File: config.mk
export PLATFORM = sky130hd
export DESIGN_NAME = piccolo80_dec
export DESIGN_NICKNAME = d
export VERILOG_FILES = /design/src/rtl/piccolo80_dec.sv
export SDC_FILE = /design/constraint.sdc
export NUM_CORES = 1
export LEC_CHECK = 0
export ABC_AREA = 1
export BUFFER_PORTS_ARGS = -buffer_cell sky130_fd_sc_hd__buf_2
export CAP_MARGIN = 20
export CORE_MARGIN = 2
export CORE_UTILIZATION = 59
export CTS_CLUSTER_SIZE = 20
export DETAILED_ROUTE_END_ITERATION = 10
export PLACE_DENSITY = 0.81
export SETUP_SLACK_MARGIN = 0.15
export SLEW_MARGIN = 20
export SYNTH_ARGS = -nofsm -noshare
export SYNTH_HDL_FRONTEND = slang
export SYNTH_SLANG_ARGS = --single-unit
File: constraint.sdc
create_clock -name clk -period 6.4 [get_ports clk]
set_clock_uncertainty 0.2 [all_clocks]
set_input_delay 0.96 -clock clk [delete_from_list [all_inputs] [get_ports clk]]
set_output_delay 0.96 -clock clk [all_outputs]
set_load 0.03 [all_outputs]
File: src/rtl/piccolo80_dec.sv
// piccolo80_dec: iterative Piccolo-80 block decryption core.
// A 64-bit ciphertext and an 80-bit key are taken on an accepted start while
// ready is high; after 25 decryption rounds the plaintext is registered and
// done pulses for one cycle. Round keys are derived on the fly from the
// latched key and the round counter, walking the encryption schedule backwards.
// Build option: define PICCOLO_DEC_UNROLL4_EN to execute four rounds per cycle
// (six 4-round cycles plus one final single round); default is one round per cycle.
module piccolo80_dec #(
    parameter int ROUNDS = 25
) (
    input  logic        clk,
    input  logic        reset,
    input  logic        start,
    input  logic [0:63] ciphertext,
    input  logic [0:79] key,
    output logic        ready,
    output logic        done,
    output logic [0:63] plaintext
);

    localparam logic [4:0] LAST_RND = 5'(ROUNDS - 1);

`ifdef PICCOLO_DEC_UNROLL4_EN
    localparam logic [4:0] RND_STEP = 5'd4;
`else
    localparam logic [4:0] RND_STEP = 5'd1;
`endif

    typedef enum logic [1:0] {
        S_IDLE = 2'd0,
        S_RUN  = 2'd1,
        S_DONE = 2'd2
    } state_t;

    state_t      fsm_q,   fsm_d;
    logic [4:0]  rnd_q,   rnd_d;
    logic [79:0] key_q,   key_d;
    logic [63:0] blk_q,   blk_d;
    logic [63:0] pt_q,    pt_d;
    logic        done_q,  done_d;
    logic        ready_q, ready_d;

    logic [79:0] key_in;
    logic [63:0] ct_in;
    logic [63:0] step_blk;
    logic [63:0] last_blk;

    assign key_in = key;
    assign ct_in  = ciphertext;

    function automatic logic [3:0] sbox(input logic [3:0] x);
        logic [3:0] y;
        case (x)
            4'h0: y = 4'he;  4'h1: y = 4'h4;  4'h2: y = 4'hb;  4'h3: y = 4'h2;
            4'h4: y = 4'h3;  4'h5: y = 4'h8;  4'h6: y = 4'h0;  4'h7: y = 4'h9;
            4'h8: y = 4'h1;  4'h9: y = 4'ha;  4'ha: y = 4'h7;  4'hb: y = 4'hf;
            4'hc: y = 4'h6;  4'hd: y = 4'hc;  4'he: y = 4'h5;  default: y = 4'hd;
        endcase
        return y;
    endfunction

    // Multiply by x in GF(2^4) with modulus x^4+x+1.
    function automatic logic [3:0] xt(input logic [3:0] a);
        return {a[2:0], 1'b0} ^ (a[3] ? 4'h3 : 4'h0);
    endfunction

    // S layer, circulant MixColumn (2,3,1,1), S layer.
    function automatic logic [15:0] f_fn(input logic [15:0] x);
        logic [3:0] a0, a1, a2, a3;
        logic [3:0] b0, b1, b2, b3;
        a0 = sbox(x[15:12]);
        a1 = sbox(x[11:8]);
        a2 = sbox(x[7:4]);
        a3 = sbox(x[3:0]);
        b0 = xt(a0) ^ xt(a1) ^ a1 ^ a2 ^ a3;
        b1 = a0 ^ xt(a1) ^ xt(a2) ^ a2 ^ a3;
        b2 = a0 ^ a1 ^ xt(a2) ^ xt(a3) ^ a3;
        b3 = xt(a0) ^ a0 ^ a1 ^ a2 ^ xt(a3);
        return {sbox(b0), sbox(b1), sbox(b2), sbox(b3)};
    endfunction

    // Byte permutation (x0..x7) -> (x2,x7,x4,x1,x6,x3,x0,x5), x0 = most significant byte.
    function automatic logic [63:0] rperm(input logic [63:0] s);
        return {s[47:40], s[7:0], s[31:24], s[55:48],
                s[15:8], s[39:32], s[63:56], s[23:16]};
    endfunction

    // Encryption round-key pair {rk2j, rk2j+1} for encryption round j.
    function automatic logic [31:0] enc_rk(input logic [79:0] k, input logic [4:0] j);
        logic [4:0]  c;
        logic [31:0] con;
        logic [31:0] kp;
        c   = j + 5'd1;
        con = {c, 5'b0, c, 2'b0, c, 5'b0, c} ^ 32'h0F1E2D3C;
        case (j % 5'd5)
            5'd1, 5'd4: kp = k[79:48];
            5'd3:       kp = {k[15:0], k[15:0]};
            default:    kp = k[47:16];
        endcase
        return con ^ kp;
    endfunction

    // One decryption round r; encryption round 24-r supplies the keys, swapped on odd r.
    function automatic logic [63:0] dec_round(input logic [63:0] s, input logic [79:0] k,
                                              input logic [4:0] r);
        logic [31:0] pair;
        logic [15:0] rk0, rk1;
        logic [15:0] x1, x3;
        logic [63:0] t;
        pair = enc_rk(k, LAST_RND - r);
        rk0  = r[0] ? pair[15:0]  : pair[31:16];
        rk1  = r[0] ? pair[31:16] : pair[15:0];
        x1   = s[47:32] ^ f_fn(s[63:48]) ^ rk0;
        x3   = s[15:0]  ^ f_fn(s[31:16]) ^ rk1;
        t    = {s[63:48], x1, s[31:16], x3};
        return (r == LAST_RND) ? t : rperm(t);
    endfunction

    // Input whitening mask: X0 ^= wk2, X2 ^= wk3.
    function automatic logic [63:0] in_white(input logic [79:0] k);
        return {k[15:8], k[23:16], 16'h0, k[31:24], k[7:0], 16'h0};
    endfunction

    // Output whitening mask: X0 ^= wk0, X2 ^= wk1.
    function automatic logic [63:0] out_white(input logic [79:0] k);
        return {k[79:72], k[55:48], 16'h0, k[63:56], k[71:64], 16'h0};
    endfunction

`ifdef PICCOLO_DEC_UNROLL4_EN
    // Four consecutive permuting rounds starting at rnd_q (only used while rnd_q < 24).
    always_comb begin
        step_blk = dec_round(dec_round(dec_round(dec_round(blk_q, key_q, rnd_q),
                                                 key_q, rnd_q + 5'd1),
                                       key_q, rnd_q + 5'd2),
                             key_q, rnd_q + 5'd3);
    end
`else
    // Single permuting round at rnd_q.
    always_comb begin
        step_blk = dec_round(blk_q, key_q, rnd_q);
    end
`endif

    // Final round plus output whitening, producing the plaintext.
    always_comb begin
        last_blk = dec_round(blk_q, key_q, LAST_RND) ^ out_white(key_q);
    end

    // Next-state logic for the IDLE/RUN/DONE controller and datapath registers.
    always_comb begin
        fsm_d   = fsm_q;
        rnd_d   = rnd_q;
        key_d   = key_q;
        blk_d   = blk_q;
        pt_d    = pt_q;
        done_d  = 1'b0;
        ready_d = ready_q;
        case (fsm_q)
            S_IDLE: begin
                if (start) begin
                    key_d   = key_in;
                    blk_d   = ct_in ^ in_white(key_in);
                    rnd_d   = 5'd0;
                    ready_d = 1'b0;
                    fsm_d   = S_RUN;
                end
            end
            S_RUN: begin
                if (rnd_q == LAST_RND) begin
                    pt_d   = last_blk;
                    done_d = 1'b1;
                    fsm_d  = S_DONE;
                end else begin
                    blk_d = step_blk;
                    rnd_d = rnd_q + RND_STEP;
                end
            end
            S_DONE: begin
                ready_d = 1'b1;
                fsm_d   = S_IDLE;
            end
            default: begin
                ready_d = 1'b1;
                fsm_d   = S_IDLE;
            end
        endcase
    end

    // State registers with synchronous active-high reset.
    always_ff @(posedge clk) begin
        if (reset) begin
            fsm_q   <= S_IDLE;
            rnd_q   <= 5'd0;
            key_q   <= 80'h0;
            blk_q   <= 64'h0;
            pt_q    <= 64'h0;
            done_q  <= 1'b0;
            ready_q <= 1'b1;
        end else begin
            fsm_q   <= fsm_d;
            rnd_q   <= rnd_d;
            key_q   <= key_d;
            blk_q   <= blk_d;
            pt_q    <= pt_d;
            done_q  <= done_d;
            ready_q <= ready_d;
        end
    end

    assign ready     = ready_q;
    assign done      = done_q;
    assign plaintext = pt_q;

endmodule

Word-level counts from Yosys, hierarchy flattened
Memories as Yosys holds them, arrays and structs flattened. A register that Yosys moved wholly into a read port is not among the register bits.
Index checks and enable logic that the tools add are counted.
{"block": "word_totals", "memories": 32, "in_bits": 147, "word_cells": 217, "mem_bits_ro": 2048, "register_bits": 217, "out_inout_bits": 66}
{"name": "(name not given)", "depth": 16, "width": 4, "read_ports": 1, "rd_ports_with_merged_regs": 1, "write_ports": 0, "line_no": "53", "source": "case (x)"}
{"name": "(name not given)", "depth": 16, "width": 4, "read_ports": 1, "rd_ports_with_merged_regs": 1, "write_ports": 0, "line_no": "53"}
{"name": "(name not given)", "depth": 16, "width": 4, "read_ports": 1, "rd_ports_with_merged_regs": 1, "write_ports": 0, "line_no": "53"}
{"name": "(name not given)", "depth": 16, "width": 4, "read_ports": 1, "rd_ports_with_merged_regs": 1, "write_ports": 0, "line_no": "53"}
{"name": "(name not given)", "depth": 16, "width": 4, "read_ports": 1, "rd_ports_with_merged_regs": 0, "write_ports": 0, "line_no": "53"}
{"name": "(name not given)", "depth": 16, "width": 4, "read_ports": 1, "rd_ports_with_merged_regs": 0, "write_ports": 0, "line_no": "53"}
{"name": "26 more memories"}
{"block": "op_classes", "n_reduce_logical": 9, "mux": 63, "div": 1, "n_addsub": 3, "bitwise_logic": 94, "eq_ne": 8}
{"op": "XOR 4 bit", "n": 64}
{"op": "2-to-1 mux 4 bit", "n": 32}
{"op": "2-to-1 mux 64 bit", "n": 2}
{"op": "case mux 64 bit (2 select lines)", "n": 1}
{"op": "XOR 16 bit", "n": 8}
{"op": "XOR 64 bit", "n": 2}
{"op": "case mux 32 bit (2 select lines)", "n": 1}
{"op": "XOR 4 x 2 -> 4 bit", "n": 16}
{"op": "2-to-1 mux 2 bit", "n": 18}
{"op": "2-to-1 mux 16 bit", "n": 2}
{"op": "XOR 32 bit", "n": 1}
{"op": "NOT 16 bit", "n": 1}
{"op": "NOT 14 bit", "n": 1}
{"op": "adder 5 x 1 -> 5 bit, second input constant", "n": 2}
{"op": "2-to-1 mux 5 bit", "n": 2}
{"op": "case mux 5 bit (2 select lines)", "n": 1}
{"op": "AND reduction 2 bit", "n": 4}
{"op": "inequality test 2 bit, second input constant", "n": 3}
{"op": "== test 5 x 1 -> 1 bit, second input constant", "n": 1}
{"op": "== test 5 x 2 -> 1 bit, second input constant", "n": 1}
{"op": "== test 5 x 3 -> 1 bit, second input constant", "n": 1}
{"op": "== test 5 bit, second input constant", "n": 1}
{"op": "modulo 5 x 3 -> 5 bit, second input constant", "n": 1}
{"op": "subtractor 5 bit, first input constant", "n": 1}
{"op": "other kinds (9)", "n": 11}

Longest topological paths before layout
An unclocked memory read counts as a cell.
{"block": "depth", "depth_word": 13, "ltp_mapped": 47, "depth_no_buf": 43}

Least setup slack after synthesis
No wires, ideal clock.
{"block": "synth_timing", "path_type": "reg-to-reg", "from": "register rnd_q[0]", "to": "register with a tool-made name", "setup_time_ns": 0.058, "arrival_ns": 4.523, "stages_incl_launch_ff": 42, "slack_ns": 1.619, "t_required_ns": 6.142, "n_path_buf": 4, "period_less_slack_ns": 4.781, "cell_sequence": "dfxtp_1 buf_6 inv_4 clkbuf_1 buf_2 ha_1 nand2_4 nand2_2 inv_1 ha_1 nand2_1 a21boi_1 nand2_2 nand3_1 nand3_2 nand2_4 nand3_4 nand2_1 (+6 left out) nand2_2 nor2_4 buf_6 nand2_1 o21ai_0 a21oi_1 inv_1 nand2_1 nand3_1 nand2_1 nand2_1 nand3_1 a21oi_2 inv_2 ha_1 o21ai_1 nand2_1 nand2_1"}
{"item": "from (decl)", "line_no": "36", "source": "logic [4:0] rnd_q, rnd_d;"}
{"item": "from (signal assigned)", "line_no": "201", "source": "rnd_q <= rnd_d;"}

==> flow_metrics.py <==
metrics = {
    "run_status": {
        "outcome": "finished clean",
    },
    "timing": {
        "timing.fmax_ghz": 0.179,
        "fin_crit_ns": 5.60,
        "relSlewSlack": 0.317,
        "finalCritPeriodShare": 0.875,
        "setup_viol": 0,
        "fin_setup_tns_ns": 0,
        "fin_ws_ns": 0.802,
        "rsz0062_at_grt": "false",
        "drv_slew": 0,
        "hold_violations": 0,
        "tightest_slew_ns": 1.02,
    },
    "place": {
        "pre_cts_slack_ns": 0.962,
        "portBuffers": 212,
        "place_inst": 2782,
        "place_congestion": 0.979,
        "dpl.hpwl_um": 41800,
    },
    "yosys": {
        "syn_inst": 2313,
        "ys_seq_area_frac": 0.314,
        "synth_seq_cells": 249,
        "synth_area_per_cell_sq_um": 6.87,
        "synthArstFlopShare": 0,
        "netlist_area_sq_um": 15900,
        "syn-num-nets": 2532,
        "synth_largest_area_cell": "dfxtp_1",
        "synthFlopType": "dfxtp_1",
        "yosysTopAreaCellShare": 0.314,
        "synth_edf_count": 0,
        "synthDistinctLibCells": 46,
        "yosys-top-cells-area": "dfxtp_1 (31%), nand2_1 (12%), nor2_1 (6.5%), o21ai_0 (6.1%), xnor2_1 (6.0%)",
        "yosysWarnings": 0,
    },
    "floorplanning": {
        "row_count": 60,
        "core-area_sq_um": 26700,
        "ioPinCount": 213,
        "die_h_um": 168,
        "die_area_sq_um": 28300,
        "initial_utilization": 0.595,
        "die_w_um": 168,
    },
    "drt": {
        "drtIter0Drc": 1904,
        "drcViolationCount": 0,
        "routedWlPerCell_um": 19.3,
        "drt_first_pass_iters": 6,
        "ant_nets": 0,
        "wirelength_um": 54700,
        "vias": 16241,
        "via_per_inst": 5.74,
    },
    "min_path": {
        "min_from": "ready",
        "hold_depth": 2,
        "hold_class": "flop to flop",
        "hold_end": "ready",
    },
    "setup_path": {
        "timing.rr.start": "rnd_q[0]",
        "critPathBufInv": 6,
        "slowest_delay_ns": 0.37,
        "path_max_fanout": 22,
        "rrSetupSlack_ns": 0.80,
        "crit_path_end_kind": "flop",
        "r2r_cells": 36,
        "critical-path-top-delay-family": "simple AND/OR/NAND/NOR gates",
        "required_ns": 6.68,
        "cp_common_cell": "nand2_1",
        "slowest_stage": "dfxtp_1",
        "arrival_ns": 5.88,
        "cp-start-kind": "flop",
        "cp-startpoint": "rnd_q[0]",
        "critPathKind": "flop to flop",
    },
    "clock_tree": {
        "root_buffer": "clkbuf_16",
        "cts_max_level": 1,
        "cts-resized-gates": 0,
        "clock_sinks": 249,
        "numCtsBuffers": 27,
        "clk_pin_slew_ns": 0.06,
        "ctsHoldBuffers": 0,
        "clk_latency_ns": 0.56,
        "cts_buffer_depth": 3,
        "post-cts-setup-buffer-count": 0,
        "cts_tree": "built",
    },
    "run": {
        "max_cap_violations": 0,
    },
    "final_layout": {
        "regArea_sq_um": 4980,
        "multi_input_area_sq_um": 9600,
        "syn_to_final_growth_pct": 13.2,
        "drive_gt1_frac": 0.155,
        "stdcell_count": 2829,
        "fillers": 2433,
        "nets": 2689,
        "mostFrequentLayoutCell": "nand2_1",
        "layout_common_cells": "nand2_1 (494), nor2_1 (272), dfxtp_1 (249), buf_2 (212), inv_1 (209)",
    },
    "grt": {
        "grt_pass1_wl_um": 82500,
        "antenna_found_initial": 1,
        "grt.total_usage": 0.378,
        "grt_max_degree": 87,
        "grt_pass1_vias": 14709,
        "overflow": 0,
    },
}
==> layer usage <==
layer / vias up / part of all wire / routed length (um) / global-route usage
li1: 7784 / - / - / -
met1: 7470 / 0.41 / 22500 / 0.513
met2: 878 / 0.44 / 24100 / 0.600
met3: 109 / 0.11 / 5940 / 0.0752
met4: 0 / 0.038 / 2110 / 0.133
met5: - / 0 / 0 / 0
==> synth_stat cells (all sizes together) (12+ instances only) <==
cell,n
a211oi,20
a21oi,105
a311oi,14
a31oi,32
buf,20
clkbuf,84
dfxtp,249
ha,72
inv,228
nand2,526
nand3,195
nor2,276
o211ai,12
o21ai,209
o221ai,24
or2,23
xnor2,108
xor2,91
==> tightest hold or removal path, stage by stage (launching register included) <==
cell and delay, ns:
dfxtp_1 0.31, o21ai_0 0.06, nand3_1 0.06
==> per-stage QoR <==
| stage | hold WS, ns | area, sq um | utilization |
|---|---|---|---|
| 2_1_floorplan | 0.241 | 15900 | - |
| 3_3_place_gp | 0.261 | 17100 | 0.639 |
| 3_5_place_dp | 0.269 | 17100 | 0.639 |
| 4_1_cts | 0.284 | 18000 | 0.673 |
| 5_1_grt | 0.299 | 18000 | 0.673 |
| 6_report | 0.285 | 18000 | 0.673 |
==> kinds of logic (layout without fill, tap and decap cells) <==
| family | Yosys count | in the layout | synth area share |
|---|---|---|---|
| AND/OR/NAND/NOR | 1033 | 1033 | 0.278 |
| AO/OA/AOI/OAI | 426 | 426 | 0.157 |
| buffers and inverters | 333 | 507 | 0.0834 |
| flip-flops | 249 | 249 | 0.314 |
| XOR/XNOR | 199 | 199 | 0.111 |
| adder cells (fa/ha/maj) | 72 | 72 | 0.0567 |
| multiplexers | 1 | 1 | 0.000630 |
| other | 0 | 1 | 0 |
==> worst max path at each step <==
stage,slack [ns],endpoint,depth (start not counted)
after floorplan,1.62,flop,41
after global placement,1.20,flop,34
after detailed placement,0.96,flop,34
after CTS,0.92,flop,36
after global routing,0.28,flop,38
final,0.80,flop,36
==> area by class of cell <==
| type | instances | area share |
|---|---|---|
| multi-input cells | 1731 | 0.534 |
| flip-flops and latches | 249 | 0.277 |
| repair buffers | 232 | 0.0673 |
| inverters | 229 | 0.0483 |
| clock buffers | 32 | 0.0397 |
| well taps | 341 | 0.0237 |
| clock inverters | 14 | 0.0102 |
| diodes | 1 | 0.000139 |
Power is left out: the tool's default activity adds up to more than one toggle a clock period on the data nets, which glitch-free logic cannot reach.
